===== src/rtl/pe_accum.sv =====
// Window accumulator behind the int8 dot-product PE: sums the beats of one
// first..last window in a wide accumulator and queues saturated results in a 2-entry FIFO.
module pe_accum #(
    parameter int ACC_W = 48,
    parameter int CNT_W = 16
) (
    input  logic                    clock,
    input  logic                    reset,
    input  logic                    ivalid,
    output logic                    oready,
    input  logic signed [31:0]      dot_accum,
    input  logic                    in_first,
    input  logic                    in_last,
    output logic                    ovalid,
    input  logic                    iready,
    output logic signed [31:0]      result,
    output logic                    sat,
    output logic [CNT_W-1:0]        beats,
    output logic                    err
);

    localparam int DATA_W = 32;

    typedef enum logic {
        IDLE  = 1'b0,
        ACCUM = 1'b1
    } state_t;

    state_t                    state;
    logic signed [ACC_W-1:0]   acc;
    logic signed [ACC_W-1:0]   acc_nxt;
    logic signed [ACC_W-1:0]   x_ext;
    logic [CNT_W-1:0]          cnt;
    logic [CNT_W-1:0]          cnt_nxt;
    logic                      accept;
    logic                      pop;
    logic                      drop;
    logic                      restart;
    logic                      push;
    logic signed [DATA_W-1:0]  sat_val;
    logic                      sat_flag;

    logic [1:0]                count;
    logic                      wr_ptr;
    logic                      rd_ptr;
    logic signed [DATA_W-1:0]  fifo_result [2];
    logic                      fifo_sat    [2];
    logic [CNT_W-1:0]          fifo_beats  [2];

    // Returns {clamped, value}; the sum fits when every bit from 31 upward matches the sign.
    function automatic logic [DATA_W:0] sat32(input logic signed [ACC_W-1:0] v);
        logic fits;
        fits = (&v[ACC_W-1:DATA_W-1]) | ~(|v[ACC_W-1:DATA_W-1]);
        if (fits)
            return {1'b0, v[DATA_W-1:0]};
        else if (v[ACC_W-1])
            return {1'b1, 1'b1, {(DATA_W-1){1'b0}}};
        else
            return {1'b1, 1'b0, {(DATA_W-1){1'b1}}};
    endfunction

    assign oready = (count != 2'd2);
    assign ovalid = (count != 2'd0);
    assign result = fifo_result[rd_ptr];
    assign sat    = fifo_sat[rd_ptr];
    assign beats  = fifo_beats[rd_ptr];

    always_comb begin
        accept  = ivalid && oready;
        pop     = ovalid && iready;
        drop    = (state == IDLE) && !in_first;
        restart = (state == ACCUM) && in_first;
        x_ext   = {{(ACC_W-DATA_W){dot_accum[DATA_W-1]}}, dot_accum};
        acc_nxt = x_ext;
        cnt_nxt = CNT_W'(1);
        if ((state == ACCUM) && !in_first) begin
            acc_nxt = acc + x_ext;
            cnt_nxt = (&cnt) ? cnt : cnt + CNT_W'(1);
        end
        push = accept && in_last && !drop;
        {sat_flag, sat_val} = sat32(acc_nxt);
    end

    // Window FSM: a dropped beat leaves acc/cnt untouched, a restart reloads them.
    always_ff @(posedge clock or posedge reset) begin
        if (reset) begin
            state <= IDLE;
            acc   <= '0;
            cnt   <= '0;
            err   <= 1'b0;
        end else if (accept) begin
            if (drop || restart)
                err <= 1'b1;
            if (!drop) begin
                acc   <= acc_nxt;
                cnt   <= cnt_nxt;
                state <= in_last ? IDLE : ACCUM;
            end
        end
    end

    // Result FIFO; push never meets a full FIFO because accept is gated by oready.
    always_ff @(posedge clock or posedge reset) begin
        if (reset) begin
            count  <= 2'd0;
            wr_ptr <= 1'b0;
            rd_ptr <= 1'b0;
            for (int i = 0; i < 2; i++) begin
                fifo_result[i] <= '0;
                fifo_sat[i]    <= 1'b0;
                fifo_beats[i]  <= '0;
            end
        end else begin
            if (push) begin
                fifo_result[wr_ptr] <= sat_val;
                fifo_sat[wr_ptr]    <= sat_flag;
                fifo_beats[wr_ptr]  <= cnt_nxt;
                wr_ptr              <= ~wr_ptr;
            end
            if (pop)
                rd_ptr <= ~rd_ptr;
            case ({push, pop})
                2'b10:   count <= count + 2'd1;
                2'b01:   count <= count - 2'd1;
                default: count <= count;
            endcase
        end
    end

endmodule

===== config.mk =====
export PLATFORM = sky130hd
export DESIGN_NAME = pe_accum
export DESIGN_NICKNAME = d
export VERILOG_FILES = /design/src/rtl/pe_accum.sv
export SDC_FILE = /design/constraint.sdc
export NUM_CORES = 1
export LEC_CHECK = 0
export ABC_CLOCK_PERIOD_IN_PS = 8200
export CORE_ASPECT_RATIO = 0.8
export CORE_UTILIZATION = 60
export DETAILED_ROUTE_END_ITERATION = 8
export PLACE_DENSITY_LB_ADDON = 0.12
export REMOVE_ABC_BUFFERS = 1
export SYNTH_ARGS = -nofsm -noshare
export SYNTH_HDL_FRONTEND = slang
export SYNTH_SLANG_ARGS = --single-unit

===== constraint.sdc =====
create_clock -name clock -period 8.2 [get_ports clock]
set_input_delay 2.05 -clock clock [delete_from_list [all_inputs] [get_ports clock]]
set_output_delay 2.05 -clock clock [all_outputs]
set_load 0.01 [all_outputs]

==> results.tsv, run 1 <==
metric	value	unit
first_pass_iters	6	
wl	29600	um
ioPinCount	90	
rsz0062_at_grt	false	
clockRootBuffer	clkbuf_16	
drc	0	
startpoint_type	input pin	
netlist_area	11300	sq um
cts_tree	yes	
period_minus_slack	6470	ps
nNetsFinal	1370	
insertedDiodeCount	0	
grt_pass1_vias	9309	
synth-seq-cells	168	
yosysTopAreaCellShare	37.1	%
cp.required	8530	ps
cts-resized-gates	0	
grt_max_degree	114	
hold_violations	0	
final_common_cell	nand2_1	
track_usage	32.1	%
rows	44	
routed_via_density	6.13	
finalSetupViolCount	0	
num_vias	9479	
worst_pin_slew	1100	ps
synth_warnings	0	
htreeDepth	4	
fin_skew	18.8	ps
p_per_area	387	nW/um^2
path_max_fanout	17	
grt_pass1_wl	48900	um
crit_type	in -> reg	
hp-class	reg -> reg	
start_util	61.9	%
yosysTopAreaCell	dfrtp_1	
die_w	156	um
syn_avg_cell_area	9.17	sq um
netlist_instances	1237	
fin_util	70.0	%
ant_nets	0	
synth-main-ff-cell	dfrtp_1	
async_flop_share	100	%
fmax	155	MHz
post-dp-hpwl	21500	um
syn_to_final_growth	13.2	%
clkTransAtPathRegs	70	ps
yosysSeqAreaShare	37.1	%
cts.sinks	168	
drive_gt1_share	14.2	%
final_cell_mix	nand2_1 (238), dfrtp_1 (167), clkdlybuf4s50_1 (89), nor2_1 (76), a21oi_1 (75)	
fin_crit_sh	78.9	%
numCtsBuffers	17	
ir_worst_vdd	0.245	mV
slew_viol_final	0	
gr-total-overflow	0	
synthTopCellsByArea	dfrtp_1 (37%), nand2_1 (7.9%), ha_1 (5.6%), o22a_1 (5.2%), mux2_2 (5.0%)	
p_leak	0.00527	uW
wl_per_cell	19.2	um
cts.path.max_buffers	2	
dieArea	19500	sq um
maxCapViolations	0	
clk_latency	450	ps
synth_edf_count	0	
core_area	18300	sq um
relSlewSlack	26.6	%
netlist-cell-type-count	86	
crit_path_end_kind	register	
status	complete, no violations	
hold_buffers	0	
io_buffer_count	89	
gp_congestion	0.979	
antenna_found_initial	0	
drt_iter0_markers	820	
cp.arrival	6790	ps
die_y	125	um
tns	0	ps
post_cts.repair.setup_buffers	0	
path summary, 6_finish.rpt:
| kind | start | to | slack [ps] | depth (start not counted) |
|---|---|---|---|---|
| setup / recovery | dot_accum[31] | fifo_result[41] | 1730 | 14 |
| hold / removal | fifo_beats[20] | fifo_beats[20] | 470 | 2 |
| setup reg to reg | acc[17] | fifo_result[41] | 3680 | 13 |
| hold reg to reg | fifo_beats[20] | fifo_beats[20] | 470 | 2 |
| max in group asynchronous | reset | acc[42] | 4680 | 3 |
| min in group asynchronous | reset | count[0] | 2210 | 2 |
Yosys cell counts (all sizes together) (3+ instances only):
cell    instances
buf            43
o221ai          4
o211ai          6
a31oi           4
or3             3
nand2b          5
nand4          27
o22a           67
clkbuf         34
nor4            8
ha             51
a21boi          3
o31ai           5
a221oi          4
a211oi          4
o21bai          6
nand2         242
o21ai          96
nor3           15
nor2          109
mux2           50
mux2i          28
nand3          23
dfrtp         168
or2             4
xnor2          32
o21a           13
a21oi          87
o211a           3
nor2b           5
and2            4
and3            7
a22oi           6
inv            16
xor2           25
report_power, final:
part | internal [uW] | leakage [uW] | switching [uW]
clock | 416 | 0.000286 | 406
combinational | 1210 | 0.00297 | 1620
sequential | 1120 | 0.00201 | 198
per-layer routing:
metal	GRT usage [%]	share of wire, %
met4	7.15	1.4
met3	6.41	6.9
met5	0	0
met2	49.7	45
met1	46.7	47
final cells by class:
type                    count  area [sq um]
inverters                  17          68.8
clock buffers              18           439
flip-flops and latches    168          4210
well taps                 253           317
fillers                  1479          5500
repair buffers            101           981
multi-input cells         975          6670
clock inverters            14           160
per-stage QoR:
step	cells	power, uW	hold WS (ps)	worst slack, ps	instance area (sq um)
6_report	1546	4970	471	1730	12800
5_1_grt	1546	5300	495	1430	12800
4_1_cts	1546	4950	477	1790	12800
3_5_place_dp	1514	4110	459	1350	12200
3_3_place_gp	1514	4080	452	1330	12200
2_1_floorplan	1160	3280	440	1370	10900
cells by family (layout without fill, tap and decap cells):
group	Yosys count	in the layout	synth area share (%)
adders and majority gates	52	52	5.80
xor gates and xnor gates	57	57	4.47
buffers and inverters	94	150	4.24
DFF	168	168	37.1
AOI/OAI and AO/OA	328	328	20.5
and+or+nand+nor	460	460	20.5
muxes	78	78	7.44
state kept, by name, summed over array words and instances (netlist names):
signal and count:
cnt 16, fifo_result 64, state 1, count 2, wr_ptr 1, fifo_beats 32
fifo_sat 2, acc 48, rd_ptr 1, err 1
worst max-delay path, cell delays in order:
cell,delay (ps)
clkdlybuf4s50_1,920
ha_1,430
a21oi_1,240
o21ai_0,200
a22oi_1,230
nand2_1,90
a21oi_2,280
o21ai_0,150
xnor2_1,340
nor2_1,170
a31oi_4,900
buf_4,480
nor2_4,70
o22a_1,190
(Power assumes the default switching activity.)
==> run 2: changes to the inputs <==
--- a/config.mk
+++ b/config.mk
@@ -5,9 +5,9 @@
 export SDC_FILE = /design/constraint.sdc
 export NUM_CORES = 1
 export LEC_CHECK = 0
-export ABC_CLOCK_PERIOD_IN_PS = 8200
+export ABC_CLOCK_PERIOD_IN_PS = 5470
 export CORE_ASPECT_RATIO = 0.8
-export CORE_UTILIZATION = 60
+export CORE_UTILIZATION = 54
 export DETAILED_ROUTE_END_ITERATION = 8
 export PLACE_DENSITY_LB_ADDON = 0.12
 export REMOVE_ABC_BUFFERS = 1
==> constraint.sdc (replaced) <==
create_clock -name clock -period 5.47 [get_ports clock]
set_input_delay 1.3675 -clock clock [delete_from_list [all_inputs] [get_ports clock]]
set_output_delay 1.3675 -clock clock [all_outputs]
set_load 0.01 [all_outputs]
==> run 2 against run 1 <==
  * Sequential share of layout area down 1.1 points
  * Non-clock buffer count up 51
  * Worst setup slack worse by 1300 ps
  * Largest power group unchanged
  * Combinational power up 60%
  * Critical endpoint is now fifo_result[27]
  * Die area up 11%
  * Routed wire length up 2.2%
  * Clock power up 55%
  * Sequential cell count unchanged
  * Clock-buffer cell count down 1
==> results.tsv, run 2 (synthesis results as in run 1) <==
metric	value	unit	change
status	complete, no violations		
antenna_found_initial	0		unchanged
period_minus_slack	5070	ps	
path_max_fanout	16		-1
relSlewSlack	36.6	%	+10 points
grt_max_degree	105		-7.9%
numCtsBuffers	17		unchanged
maxCapViolations	0		unchanged
drc	0		unchanged
clockRootBuffer	clkbuf_16		
crit_path_end_kind	register		
rsz0062_at_grt	false		
crit_type	in -> reg		
routed_via_density	5.94		-3.1%
finalSetupViolCount	0		unchanged
slowest_delay	480	ps	-440 ps
post_cts.repair.setup_buffers	0		unchanged
p_leak	0.00553	uW	+5.0%
cp.required	5840	ps	-2690 ps
pre_cts_ws	30.0	ps	-1320 ps
ioPinCount	90		unchanged
dieArea	21600	sq um	+11%
startpoint_type	input pin		
cts_tree	yes		
hp-class	reg -> reg		
worst_pin_slew	951	ps	-150 ps
final_common_cell	nand2_1		
first_pass_iters	5		-1
ir_worst_vdd	0.328	mV	+34%
clk_latency	440	ps	about the same
fin_skew	14.1	ps	-4.69 ps
die_w	164	um	+5.3%
cp_cell_sequence	clkdlybuf4s50_1, buf_4, buf_4, ha_1, buf_4, a21oi_1, o221ai_1, a21oi_2, o221ai_1, or3_1, nand3_1, xor2_1, o41ai_2, buf_4, nand2_2, buf_4, o22a_1		
track_usage	29.1	%	-3.1 points
final_cell_mix	nand2_1 (238), dfrtp_1 (167), clkdlybuf4s50_1 (89), nor2_1 (76), a21oi_1 (75)		
post-dp-hpwl	22100	um	+2.9%
fin_crit_sh	92.7	%	
setup_slack	401	ps	-1330 ps
finalInstanceArea	13300	sq um	+3.6%
io_buffer_count	89		unchanged
slew_viol_final	0		unchanged
wl	30300	um	+2.2%
cts-resized-gates	0		unchanged
syn_to_final_growth	17.3	%	
start_util	54.9	%	-6.9 points
critPathMostFrequentCell	buf_4		
reg.largest.list	fifo_result x64, acc x48, fifo_beats x32		
htreeDepth	4		unchanged
cp.arrival	5440	ps	-1350 ps
hold_buffers	0		unchanged
num_vias	9581		+1.1%
core_area	20600	sq um	+13%
cpMaxStageDelayCell	xor2_1		
cts.sinks	168		unchanged
ant_nets	0		unchanged
hold_violations	0		unchanged
drt_iter0_markers	791		-3.5%
p_per_area	584	nW/um^2	+51%
clkTransAtPathRegs	80	ps	about the same
drive_gt1_share	17.5	%	+3.3 points
insertedDiodeCount	0		unchanged
rows	47		+6.8%
grt_pass1_wl	49500	um	+1.3%
wl_per_cell	18.8	um	-2.1%
grt_pass1_vias	9363		+0.58%
fmax	197	MHz	
place_area	12700	sq um	+3.5%
nNetsFinal	1421		+3.7%
largest_register_ffs	64		unchanged
max_flop_register	fifo_result		
cts.path.max_buffers	2		unchanged
gp_congestion	0.933		-4.7%
die_y	132	um	+5.3%
gr-total-overflow	0		unchanged
-- run 2: cell count changes in the layout (fill, tap and decap cells not counted) --
cell / change
buf_4: +49
buf_12: +2
clkinv_4: -2
clkinv_8: +2
bufinv_16: +1
clkbuf_8: -1
-- run 2: worst paths after layout --
path | from | endpoint | slack, ps | cells after the start
setup / recovery | dot_accum[31] | fifo_result[27] | 400 | 17
hold / removal | fifo_beats[19] | fifo_beats[19] | 480 | 2
setup reg to reg | acc[4] | fifo_result[27] | 1430 | 14
hold reg to reg | fifo_beats[19] | fifo_beats[19] | 480 | 2
max in group asynchronous | reset | acc[31] | 3060 | 3
min in group asynchronous | reset | count[0] | 1520 | 2
-- run 2: through the flow --
step	total power, uW	instances	setup TNS, ps	hold WS, ps	utilization [%]
after floorplan	4920	1160	-114290	440	-
after global routing	8260	1613	0	506	64.4
after detailed placement	6440	1581	0	461	61.4
after CTS	7740	1613	0	483	64.4
after global placement	6380	1581	0	454	61.4
final	7770	1613	0	476	64.4
-- run 2: area by class of cell --
cell class,instances,area [sq um]
fillers,1723,7340
multi-input cells,975,6670
flip-flops and latches,168,4210
repair buffers,152,1390
clock buffers,17,425
well taps,269,337
clock inverters,15,205
inverters,17,68.8
-- run 2: worst max-delay path, delay by kind of cell --
family,cells,cell delay (ps)
adders and majority gates,1,300
and+or+nand+nor,3,590
AOI/OAI and AO/OA,6,1350
buffers and inverters,6,1330
xor gates and xnor gates,1,480
-- run 2: power by group --
group	leakage [uW]	internal, uW	switching [uW]
clock	0.000298	664	610
sequential	0.00201	1670	299
combinational	0.00323	2020	2500
-- run 2: routing by layer --
layer,track usage (%),wire (um),share of wire [%]
met1,43.9,14900,49
met4,7.46,541,1.8
met3,4.48,1610,5.3
met5,0,0,0
met2,43.2,13300,44
==> run 3: changes to the inputs <==
--- a/config.mk
+++ b/config.mk
@@ -7,7 +7,7 @@
 export LEC_CHECK = 0
 export ABC_CLOCK_PERIOD_IN_PS = 5470
 export CORE_ASPECT_RATIO = 0.8
-export CORE_UTILIZATION = 54
+export CORE_UTILIZATION = 40
 export DETAILED_ROUTE_END_ITERATION = 8
 export PLACE_DENSITY_LB_ADDON = 0.12
 export REMOVE_ABC_BUFFERS = 1
==> run 3 against run 2 <==
  * Via count up 1.5%
  * Clock power down 9%
  * Register-to-register slack worse by 30 ps
  * Hold slack worse by 4.9 ps
  * Clock-buffer cell count up 2
  * Design area up 3.9%
  * Routed wire length up 5.9%
  * Critical path type unchanged
  * Highest routed layer unchanged
==> results.tsv, run 3 (synthesis results as in run 1) <==
metric	value	unit	change
track_usage	23.0	%	-6.1 points
start_util	41.1	%	-14 points
insertedDiodeCount	0		unchanged
num_vias	9723		+1.5%
io_buffer_count	89		unchanged
ir_worst_vdd	0.318	mV	-3.1%
timing.rr.end	fifo_result[39]		
clk_latency	440	ps	about the same
cts_tree	yes		
largest_register_ffs	64		unchanged
crit_end	fifo_result[39]		
cts-resized-gates	0		unchanged
hold_buffers	0		unchanged
pre_cts_ws	-51.8	ps	-81.8 ps
maxCapViolations	0		unchanged
worstRegToRegCells	17		+3
ff_latch_area	4210	sq um	unchanged
worstSetupStartpoint	dot_accum[0]		
rsz0062_at_grt	false		
holdPathStages	2		unchanged
status	complete, no violations		
relSlewSlack	38.3	%	+1.6 points
die_w	190	um	+16%
dieArea	29000	sq um	+34%
grt_max_degree	73		-30%
numCtsBuffers	17		unchanged
crit_path_end_kind	register		
first_pass_iters	5		unchanged
cts.path.max_buffers	2		unchanged
final_cell_mix	nand2_1 (238), dfrtp_1 (167), buf_4 (117), clkdlybuf4s50_1 (89), nor2_1 (76)		
gp_congestion	0.949		+1.7%
fin_crit_sh	93.9	%	+1.2 points
reg.largest.list	fifo_result x64, acc x48, fifo_beats x32		
finalSetupViolCount	0		unchanged
nNetsFinal	1480		+4.2%
htreeDepth	4		unchanged
fin_skew	15.5	ps	+1.40 ps
syn_to_final_growth	21.9	%	
antenna_found_initial	0		unchanged
clockRootBuffer	clkbuf_16		
path_max_fanout	21		+5
drc	0		unchanged
drive_gt1_share	20.9	%	+3.4 points
cp.arrival	5460	ps	+20 ps
p_leak	0.00579	uW	+4.7%
clkTransAtPathRegs	70	ps	about the same
post-dp-hpwl	23900	um	+8.2%
startpoint_type	input pin		
gr-total-overflow	0		unchanged
final_common_cell	nand2_1		
post_cts.repair.setup_buffers	0		unchanged
hp-class	reg -> reg		
fmax	195	MHz	-1.3%
crit_type	in -> reg		
period_minus_slack	5140	ps	+66.6 ps
drt_iter0_markers	692		-13%
setup_slack	334	ps	-66.6 ps
grt_pass1_wl	52900	um	+6.8%
max_flop_register	fifo_result		
ioPinCount	90		unchanged
grt_pass1_vias	9559		+2.1%
tns	0	ps	unchanged
slew_viol_final	0		unchanged
cp.required	5790	ps	-50 ps
die_y	153	um	+16%
cts.sinks	168		unchanged
multi_input_comb_area	6670	sq um	unchanged
wl_per_cell	18.1	um	-3.3%
routed_via_density	5.50		-7.4%
ant_nets	0		unchanged
fill_cells	2659		+54%
hold_violations	0		unchanged
r2r_start	acc[0]		
rows	54		+15%
p_per_area	576	nW/um^2	-1.4%
worst_pin_slew	924	ps	-26.9 ps
r2r_slack	1400	ps	-30 ps
core_area	27600	sq um	+34%
wl	32100	um	+5.9%
run 3: how the worst min path moves through the flow:
stage                   start        endpoint
6_report       fifo_beats[20]  fifo_beats[20]
5_1_grt         fifo_beats[1]   fifo_beats[1]
4_1_cts        fifo_beats[20]  fifo_beats[20]
3_5_place_dp   fifo_beats[20]  fifo_beats[20]
3_3_place_gp    fifo_beats[8]   fifo_beats[8]
2_1_floorplan   fifo_beats[1]   fifo_beats[1]
run 3: cell type report:
cell class | instances | share of cell area (%)
multi-input cells | 975 | 48.2
flip-flops and latches | 168 | 30.4
repair buffers | 211 | 13.5
well taps | 364 | 3.30
clock buffers | 19 | 3.21
clock inverters | 13 | 0.806
inverters | 17 | 0.498
run 3: routing by layer:
| layer | vias up | global-route usage, % | routed length (um) | part of all wire [%] |
|---|---|---|---|---|
| met5 | - | 0 | 0 | 0 |
| met4 | 0 | 4.72 | 306 | 0.95 |
| met3 | 21 | 3.82 | 1360 | 4.2 |
| met2 | 221 | 32.7 | 13400 | 42 |
| met1 | 4745 | 36.0 | 17000 | 53 |
| li1 | 4736 | - | - | - |
run 3: critical path, cell delays in order:
cell and delay [ps]:
clkdlybuf4s50_1 480, ha_1 170, inv_1 60, fa_1 470, nand2b_1 220, a211oi_1 330
buf_4 170, nor3_1 60, o32ai_1 350, nor3_2 110, xnor2_1 140, o41ai_1 410
o2111ai_1 190, o41ai_2 230, buf_4 180, nand2_2 60, buf_4 220, o22a_1 200
run 3: per-stage QoR:
step | utilization, % | hold slack [ps] | instances | instance area (sq um) | power (uW)
finish | 50.1 | 471 | 1767 | 13800 | 7960
global route | 50.1 | 492 | 1767 | 13800 | 8550
CTS | 50.1 | 477 | 1767 | 13800 | 7980
global placement | 48.1 | 455 | 1735 | 13300 | 6740
detailed placement | 48.1 | 460 | 1735 | 13300 | 6770
floorplan | - | 440 | 1160 | 10900 | 4920
run 3: power breakdown:
group / internal (uW) / switching [uW]
registers: 1670 / 301
logic: 2260 / 2570
clock network: 605 / 558
